[config.mk]
export PLATFORM = sky130hd
export DESIGN_NAME = icmp_frame_assembler
export DESIGN_NICKNAME = d
export VERILOG_FILES = /design/src/rtl/icmp_frame_assembler_pkg.sv /design/src/rtl/icmp_frame_assembler_word_buffer.sv /design/src/rtl/icmp_frame_assembler.sv
export SDC_FILE = /design/constraint.sdc
export NUM_CORES = 1
export LEC_CHECK = 0
export BUFFER_PORTS_ARGS = -buffer_cell sky130_fd_sc_hd__buf_4
export CAP_MARGIN = 5
export CORE_ASPECT_RATIO = 1.75
export CORE_MARGIN = 2
export CORE_UTILIZATION = 58
export CTS_CLUSTER_DIAMETER = 80
export DETAILED_ROUTE_END_ITERATION = 10
export PLACE_DENSITY = 0.88
export SLEW_MARGIN = 20
export SYNTH_ARGS = -nofsm -noshare
export SYNTH_HDL_FRONTEND = slang
export SYNTH_SLANG_ARGS = --single-unit
[constraint.sdc]
create_clock -name i_clock -period 5.2 [get_ports i_clock]
set_input_delay 1.3 -clock i_clock [delete_from_list [all_inputs] [get_ports i_clock]]
set_output_delay 1.3 -clock i_clock [all_outputs]
set_load 0.05 [all_outputs]
[src/rtl/icmp_frame_assembler_pkg.sv]
// Shared definitions for the ICMP frame assembler: message geometry and FSM encoding.
package icmp_pkg;

    localparam int ICMP_WORDS    = 6;
    localparam int ICMP_CSUM_LSB = 0;
    localparam int ICMP_CSUM_MSB = 15;

    typedef enum logic [1:0] {
        ST_IDLE      = 2'd0,
        ST_LOAD      = 2'd1,
        ST_WAIT_CSUM = 2'd2,
        ST_SEND      = 2'd3
    } icmp_state_e;

endpackage

[src/rtl/icmp_frame_assembler_word_buffer.sv]
// Message word store: one synchronous write port, one combinational read port.
module icmp_word_buffer #(
    parameter int NUM_WORDS = 6,
    parameter int DATA_W    = 32,
    parameter int AW        = 3
) (
    input  logic              i_clock,
    input  logic              i_wr_en,
    input  logic [AW-1:0]     i_wr_addr,
    input  logic [DATA_W-1:0] i_wr_data,
    input  logic [AW-1:0]     i_rd_addr,
    output logic [DATA_W-1:0] o_rd_data
);

    logic [DATA_W-1:0] r_mem [NUM_WORDS];

    // Write port; contents need no reset since every word is rewritten before it is read.
    always_ff @(posedge i_clock) begin
        if (i_wr_en && (int'(i_wr_addr) < NUM_WORDS)) begin
            r_mem[i_wr_addr] <= i_wr_data;
        end
    end

    // Read port; addresses past the last entry return zero.
    always_comb begin
        o_rd_data = '0;
        if (int'(i_rd_addr) < NUM_WORDS) begin
            o_rd_data = r_mem[i_rd_addr];
        end
    end

endmodule

[src/rtl/icmp_frame_assembler.sv]
// Buffers one ICMP message, patches the checksum into word 0 and streams it out.
module icmp_frame_assembler
    import icmp_pkg::*;
#(
    parameter int NUM_WORDS = ICMP_WORDS,
    parameter int DATA_W    = 32
) (
    input  logic              i_clock,
    input  logic              i_hardreset,
    input  logic              i_in_valid,
    output logic              o_in_ready,
    input  logic [DATA_W-1:0] i_in_data,
    input  logic              i_csum_valid,
    input  logic [15:0]       i_csum_in,
    output logic              o_out_valid,
    input  logic              i_out_ready,
    output logic [DATA_W-1:0] o_out_data,
    output logic              o_out_first,
    output logic              o_out_last,
    output logic              o_csum_late
);

    localparam int             CW   = (NUM_WORDS > 1) ? $clog2(NUM_WORDS) : 1;
    localparam logic [CW-1:0]  LAST = CW'(NUM_WORDS - 1);

    icmp_state_e       r_state;
    icmp_state_e       w_state_nxt;
    logic [CW-1:0]     r_wr_cnt;
    logic [CW-1:0]     r_rd_cnt;
    logic [15:0]       r_csum;
    logic              r_csum_held;
    logic              r_csum_late;
    logic              w_in_ready;
    logic              w_wr_en;
    logic              w_wr_last;
    logic              w_rd_last;
    logic              w_xfer;
    logic              w_csum_window;
    logic [DATA_W-1:0] w_rd_data;

    assign o_in_ready    = w_in_ready & ~i_hardreset;
    assign w_wr_en       = i_in_valid & o_in_ready;
    assign w_wr_last     = (r_wr_cnt == LAST);
    assign w_rd_last     = (r_rd_cnt == LAST);
    assign o_out_valid   = (r_state == ST_SEND);
    assign w_xfer        = o_out_valid & i_out_ready;
    assign w_csum_window = (r_state == ST_LOAD) || (r_state == ST_WAIT_CSUM);
    assign o_out_first   = o_out_valid && (r_rd_cnt == '0);
    assign o_out_last    = o_out_valid && w_rd_last;
    assign o_csum_late   = r_csum_late;

    icmp_word_buffer #(
        .NUM_WORDS (NUM_WORDS),
        .DATA_W    (DATA_W),
        .AW        (CW)
    ) u_buf (
        .i_clock   (i_clock),
        .i_wr_en   (w_wr_en),
        .i_wr_addr (r_wr_cnt),
        .i_wr_data (i_in_data),
        .i_rd_addr (r_rd_cnt),
        .o_rd_data (w_rd_data)
    );

    // State register.
    always_ff @(posedge i_clock) begin
        if (i_hardreset) r_state <= ST_IDLE;
        else             r_state <= w_state_nxt;
    end

    // Next-state and input-ready decode.
    always_comb begin
        w_state_nxt = r_state;
        w_in_ready  = 1'b0;
        case (r_state)
            ST_IDLE: begin
                w_in_ready = 1'b1;
                if (i_in_valid) w_state_nxt = ST_LOAD;
            end
            ST_LOAD: begin
                w_in_ready = 1'b1;
                // A checksum on the same edge as the last word counts as already held.
                if (i_in_valid && w_wr_last) begin
                    w_state_nxt = (r_csum_held || i_csum_valid) ? ST_SEND : ST_WAIT_CSUM;
                end
            end
            ST_WAIT_CSUM: begin
                if (i_csum_valid) w_state_nxt = ST_SEND;
            end
            ST_SEND: begin
                if (w_xfer && w_rd_last) w_state_nxt = ST_IDLE;
            end
            default: w_state_nxt = ST_IDLE;
        endcase
    end

    // Word counters and checksum capture / late-checksum flag.
    always_ff @(posedge i_clock) begin
        if (i_hardreset) begin
            r_wr_cnt    <= '0;
            r_rd_cnt    <= '0;
            r_csum      <= '0;
            r_csum_held <= 1'b0;
            r_csum_late <= 1'b0;
        end else begin
            if (w_wr_en) r_wr_cnt <= w_wr_last ? '0 : r_wr_cnt + 1'b1;
            if (i_csum_valid) begin
                if (w_csum_window) begin
                    r_csum      <= i_csum_in;
                    r_csum_held <= 1'b1;
                end else begin
                    r_csum_late <= 1'b1;
                end
            end
            if (w_xfer) begin
                if (w_rd_last) begin
                    r_rd_cnt    <= '0;
                    r_csum_held <= 1'b0;
                end else begin
                    r_rd_cnt <= r_rd_cnt + 1'b1;
                end
            end
        end
    end

    // Output mux: word 0 carries the captured checksum in its low half.
    always_comb begin
        o_out_data = '0;
        if (o_out_valid) begin
            if (r_rd_cnt == '0) o_out_data = {w_rd_data[DATA_W-1:ICMP_CSUM_MSB+1], r_csum};
            else                o_out_data = w_rd_data;
        end
    end

endmodule

# Word level (Yosys, flattened, before mapping)
# Memory sizes are Yosys's and may differ from the RTL's. A register that Yosys moved wholly into a read port is not among the register bits.
# Cells that the tools add are included.
# totals
register_bits	26
memories	1
word_cells	58
output_inout_bits	37
in_bits	53
ramBits	192
# op_classes
order_cmp	2
bitwise_logic	5
add_sub_neg	2
eq_ne	9
muxes	20
n_reduce_logical	13
# memory_table
memory	depth	word_bits	read_ports	rd_ports_with_merged_regs	write_ports	line	rtl
u_buf.r_mem	6	32	1	1	1	icmp_frame_assembler_word_buffer.sv:15	logic [DATA_W-1:0] r_mem [NUM_WORDS];
# ops
cell	count
32-bit 2-to-1 mux	2
16-bit 2-to-1 mux	1
3-bit 2-to-1 mux	4
1-bit 2-to-1 mux	8
2-bit 2-to-1 mux	4
2-bit one-hot mux with 4 select lines	1
3-bit by 1-bit adder with 3-bit output, second input constant	2
3-bit equality test, second input constant	2
3-bit less-than comparator, second input constant	2
1-bit logical AND	5
2-bit equality test, second input constant	2
2-bit by 1-bit != test with 1-bit output, second input constant	2
2-bit != test, second input constant	2
2-bit AND reduction	2
4-bit AND reduction	1
1-bit AND	3
3-bit logical NOT	1
2-bit by 1-bit equality test with 1-bit output, second input constant	1
2-bit logical NOT	1
1-bit logical OR	2
1-bit inverter	2
2-bit OR reduction	1

# Longest topological paths before layout
# logic_depth
ltp_word	8
depth_mapped	8
depth_no_buf	6

# Cells and area by module
# A second synthesis with hierarchy kept.
# unflattened
cells_unflattened	587
hier_area_um2	9009.9
# by_module_without_submodules
mod	area_per_inst_um2	seq_area_each_um2	cells_per_inst	instances
icmp_word_buffer	7529.7	5765.5	384	1
icmp_frame_assembler	1480.2	520.5	203	1

# Worst setup path before layout
# OpenSTA, ideal clock, no wires.
# synth_path
path_kind	input -> register
start	input port i_hardreset
end	memory u_buf.r_mem[0][0], enable pin
required_ns	4.739
n_path_buf	1
arrival_time_ns	4.533
cell_stages	5
setup_time_ns	0.461
path_slack_ns	0.206
path_cell_list	clkbuf_1 -> o21ba_2 -> nand2_1 -> or2_2 -> nor3_1
# synth_via
elab_chain_cells	6
# synth_rtl
item	line	rtl
start, declared	icmp_frame_assembler.sv:9	input logic i_hardreset,
1-bit inverter	icmp_frame_assembler.sv:41	assign o_in_ready = w_in_ready & ~i_hardreset;
1-bit AND	icmp_frame_assembler.sv:41	
via o_in_ready	icmp_frame_assembler.sv:11	output logic o_in_ready,
1-bit AND	icmp_frame_assembler.sv:42	assign w_wr_en = i_in_valid & o_in_ready;
1-bit logical AND	icmp_frame_assembler_word_buffer.sv:19	if (i_wr_en && (int'(i_wr_addr) < NUM_WORDS)) begin
1-bit 2-to-1 mux	icmp_frame_assembler_word_buffer.sv:19	
1-bit 2-to-1 mux (not written as such)	icmp_frame_assembler_word_buffer.sv:20	r_mem[i_wr_addr] <= i_wr_data;
end, declared	icmp_frame_assembler_word_buffer.sv:15	
# The timed path passes the listed nets, and every way through them passes these cells.

# Final worst setup path
# layout_path
start	register r_state[0]
end	output port o_out_data[0]
# layout_via
elab_chain_cells	2
# layout_rtl
item	line	rtl
start, declared	icmp_frame_assembler.sv:26	icmp_state_e r_state;
start signal, assigned	icmp_frame_assembler.sv:68	else r_state <= w_state_nxt;
2-bit equality test	icmp_frame_assembler.sv:45	assign o_out_valid = (r_state == ST_SEND);
32-bit 2-to-1 mux	icmp_frame_assembler.sv:129	if (o_out_valid) begin
end, declared	icmp_frame_assembler.sv:17	output logic [DATA_W-1:0] o_out_data,
# Every way passes these cells.

==> reports/results.tsv <==
metric	value	unit
met1_usage	28.26	%
syn_area_per_cell	16.96	sq um
tightest_slew	1.092	ns
synth_area_leader_cell	edfxtp_1	
yosys-top-cells-count	edfxtp_1 (192), nor2_1 (43), nand2_1 (40)	
die_w	96.14	um
clock-sinks	221	
rr_startpoint	r_state[0]$_SDFFE_PP0P_	
slew_headroom	27.00	%
grt_use_total	22.17	%
cts_hold_buffers	0	
cp_data_arrival_time	2.95	ns
fmax	235.2	MHz
crit_path_cell_trace	ha_1, a21bo_1, or2_1, a211oi_1, a21o_1, buf_4	
holdCritStartpoint	r_csum[7]$_SDFFE_PP0P_	
cts-root-buf	clkbuf_16	
place_congestion	0.7800	
grt_use_met2	37.28	%
post-route-util	68.35	%
drv_slew	0	
dp_hpwl	10390	um
timing.max_cap.violations	0	
start_util	58.66	%
h-tree-depth	1	
hold_end	r_csum[7]$_SDFFE_PP0P_	
portBuffers	89	
die_area	15890	sq um
die_h	165.2	um
yosysMostFrequentCell	edfxtp_1	
total_power	0.003842	W
wire_per_inst	21.91	um
endpoint_kind	output pin	
clock_tree.buffer_depth	3	
tns	0	ns
cts_setup_buffers	0	
peakVddDrop	0.0003075	V
dominantRegCellSynth	edfxtp_1	
nets	658	
syn_area	8617	sq um
placementRows	59	
r2r_cells	7	
cts_tree	built	
grt_setup_unrepaired	false	
drt_pre_antenna_iters	7	
viasPerCell	5.912	
p_leak	3.467	nW
post_synth_inst_count	508	
routed_wl	17420	um
worstSetupPathType	register to output pin	
synth_edf_count	192	
ys_types	33	
clk_pin_slew_worst_paths	0.07	ns
syn-num-nets	567	
vias	4700	
first_iter_violations	358	
rrSetupSlack	2.42	ns
p_per_area	382.7	nW/um^2
grt_use_met3	3.403	%
crit_path_max_fanout	17	
critical-path-max-stage-delay	0.69	ns
hold_viol	0	
start_kind	register	
hold_path.class	register to register	
ys_seq_area_share	73.65	%
insertion_delay	0.48	ns
coreArea	14690	sq um
grt.busiest_layer	met2	
period_share	81.76	%
io_pins	90	
drc_errors	0	
skew	0.01285	ns
post_cts_resized	0	
fin_crit	4.252	ns
drive_gt1_share	27.00	%
cts_buffers	19	
yosysWarnings	0	
synth_top_area_share	66.91	%
grt_pass1_vias	4807	
area_growth	16.52	%
async_flop_share	0	%
synth_area_leaders	edfxtp_1 (67%), mux4_2 (8.4%), dfxtp_1 (6.7%)	
antenna_found_initial	1	
ys_ff_latch	221	
status	finished, final reports clean	
grt_pass1_wl	25970	um
crit_required	3.90	ns
ant_nets	0	
hold_depth	2	
fill_cells	905	
finalSetupViolations	0	
rr_endpoint	u_buf.r_mem[3][10]$_DFFE_PP_	
grt_start_max_net_pins	54	
crit_slowest_cell	a21bo_1	
overflow	0	
==> sequential cells by signal, summed over array words and instances, names as in the netlist, named ones only <==
register and count:
o_csum_late 1, r_csum 16, r_csum_held 1, r_rd_cnt 3, r_state 2, r_wr_cnt 3, u_buf.r_mem 192
==> cell type report <==
cell class              instances  area, sq um  share of cell area (%)
well taps                     183        229.0                   2.280
inverters                       7        26.28                  0.2617
flip-flops and latches        221         6352                   63.26
multi-input cells             252         2117                   21.08
clock buffers                  20        479.2                   4.773
diodes                          1        2.502                 0.02492
clock inverters                13        58.81                  0.5857
repair buffers                 98        775.7                   7.726
==> kinds of logic after synthesis <==
family	after synthesis	share of synthesized area [%]
XOR/XNOR	1	0.1017
buffers and inverters	35	2.105
AO/OA/AOI/OAI	79	6.273
flip-flops	221	73.65
AND/OR/NAND/NOR	102	4.922
multiplexers	64	12.08
adder cells (fa/ha/maj)	6	0.8712
==> worst max path at each step <==
stage | start | depth (start not counted) | to | slack (ns)
finish | r_state[0]$_SDFFE_PP0P_ | 6 | o_out_data[0] | 0.95
global route | r_state[0]$_SDFFE_PP0P_ | 6 | o_out_data[3] | 0.76
CTS | r_state[0]$_SDFFE_PP0P_ | 6 | o_out_data[3] | 0.93
detailed placement | r_state[0]$_SDFFE_PP0P_ | 6 | o_out_data[3] | 1.45
global placement | r_state[0]$_SDFFE_PP0P_ | 6 | o_out_data[3] | 1.56
floorplan | i_hardreset | 5 | u_buf.r_mem[0][0]$_DFFE_PP_ | 0.21
==> per-stage QoR <==
| step | hold slack (ns) | area [sq um] | std cells | setup WS, ns |
|---|---|---|---|---|
| floorplan | 0.4369 | 8617 | 508 | 0.2062 |
| global placement | 0.4432 | 9445 | 759 | 1.562 |
| detailed placement | 0.4521 | 9445 | 759 | 1.451 |
| CTS | 0.4615 | 9983 | 792 | 0.9314 |
| global route | 0.4873 | 10040 | 795 | 0.7607 |
| finish | 0.4618 | 10040 | 795 | 0.9484 |
==> worst max-delay path: cells and delay by family, from the launching register on <==
| kind | cells | cell delay (ns) |
|---|---|---|
| compound gates | 3 | 1.02 |
| buf+inv | 1 | 0.19 |
| fa+ha+maj | 1 | 0.30 |
| simple gates | 1 | 0.61 |
| flops | 1 | 0.35 |
==> placed cells by master (no fill, tap or decap), drive strengths merged <==
| master | n |
|---|---|
| mux2i | 32 |
| a21bo | 1 |
| nor3 | 5 |
| diode | 1 |
| o211ai | 1 |
| and3 | 1 |
| a222oi | 1 |
| clkbuf | 20 |
| nand4b | 1 |
| nor3b | 1 |
| ha | 6 |
| o21ai | 1 |
| xor2 | 1 |
| and2 | 1 |
| buf | 98 |
| or3 | 1 |
| nand3 | 3 |
| nand2b | 3 |
| mux4 | 32 |
| a21o | 17 |
| o21ba | 1 |
| or2 | 3 |
| inv | 7 |
| nor2 | 43 |
| clkinv | 12 |
| edfxtp | 192 |
| a211oi | 33 |
| clkinvlp | 1 |
| dfxtp | 29 |
| nand2 | 40 |
| o21a | 1 |
| a21oi | 23 |
==> where the power goes <==
part	switching (W)	total [W]	internal, W
Combinational	0.000306	0.000497	0.000191
Sequential	0.0000622	0.00209	0.00203
Clock	0.000588	0.00125	0.000667
==> routing by layer <==
metal  vias to the layer above  part of all wire [%]
met5                         -                     0
met4                         0                   2.8
met3                        35                   6.3
met2                       183                    54
met1                      2330                    37
li1                       2152                     -
Note: power is estimated with default switching activity, not from simulation.
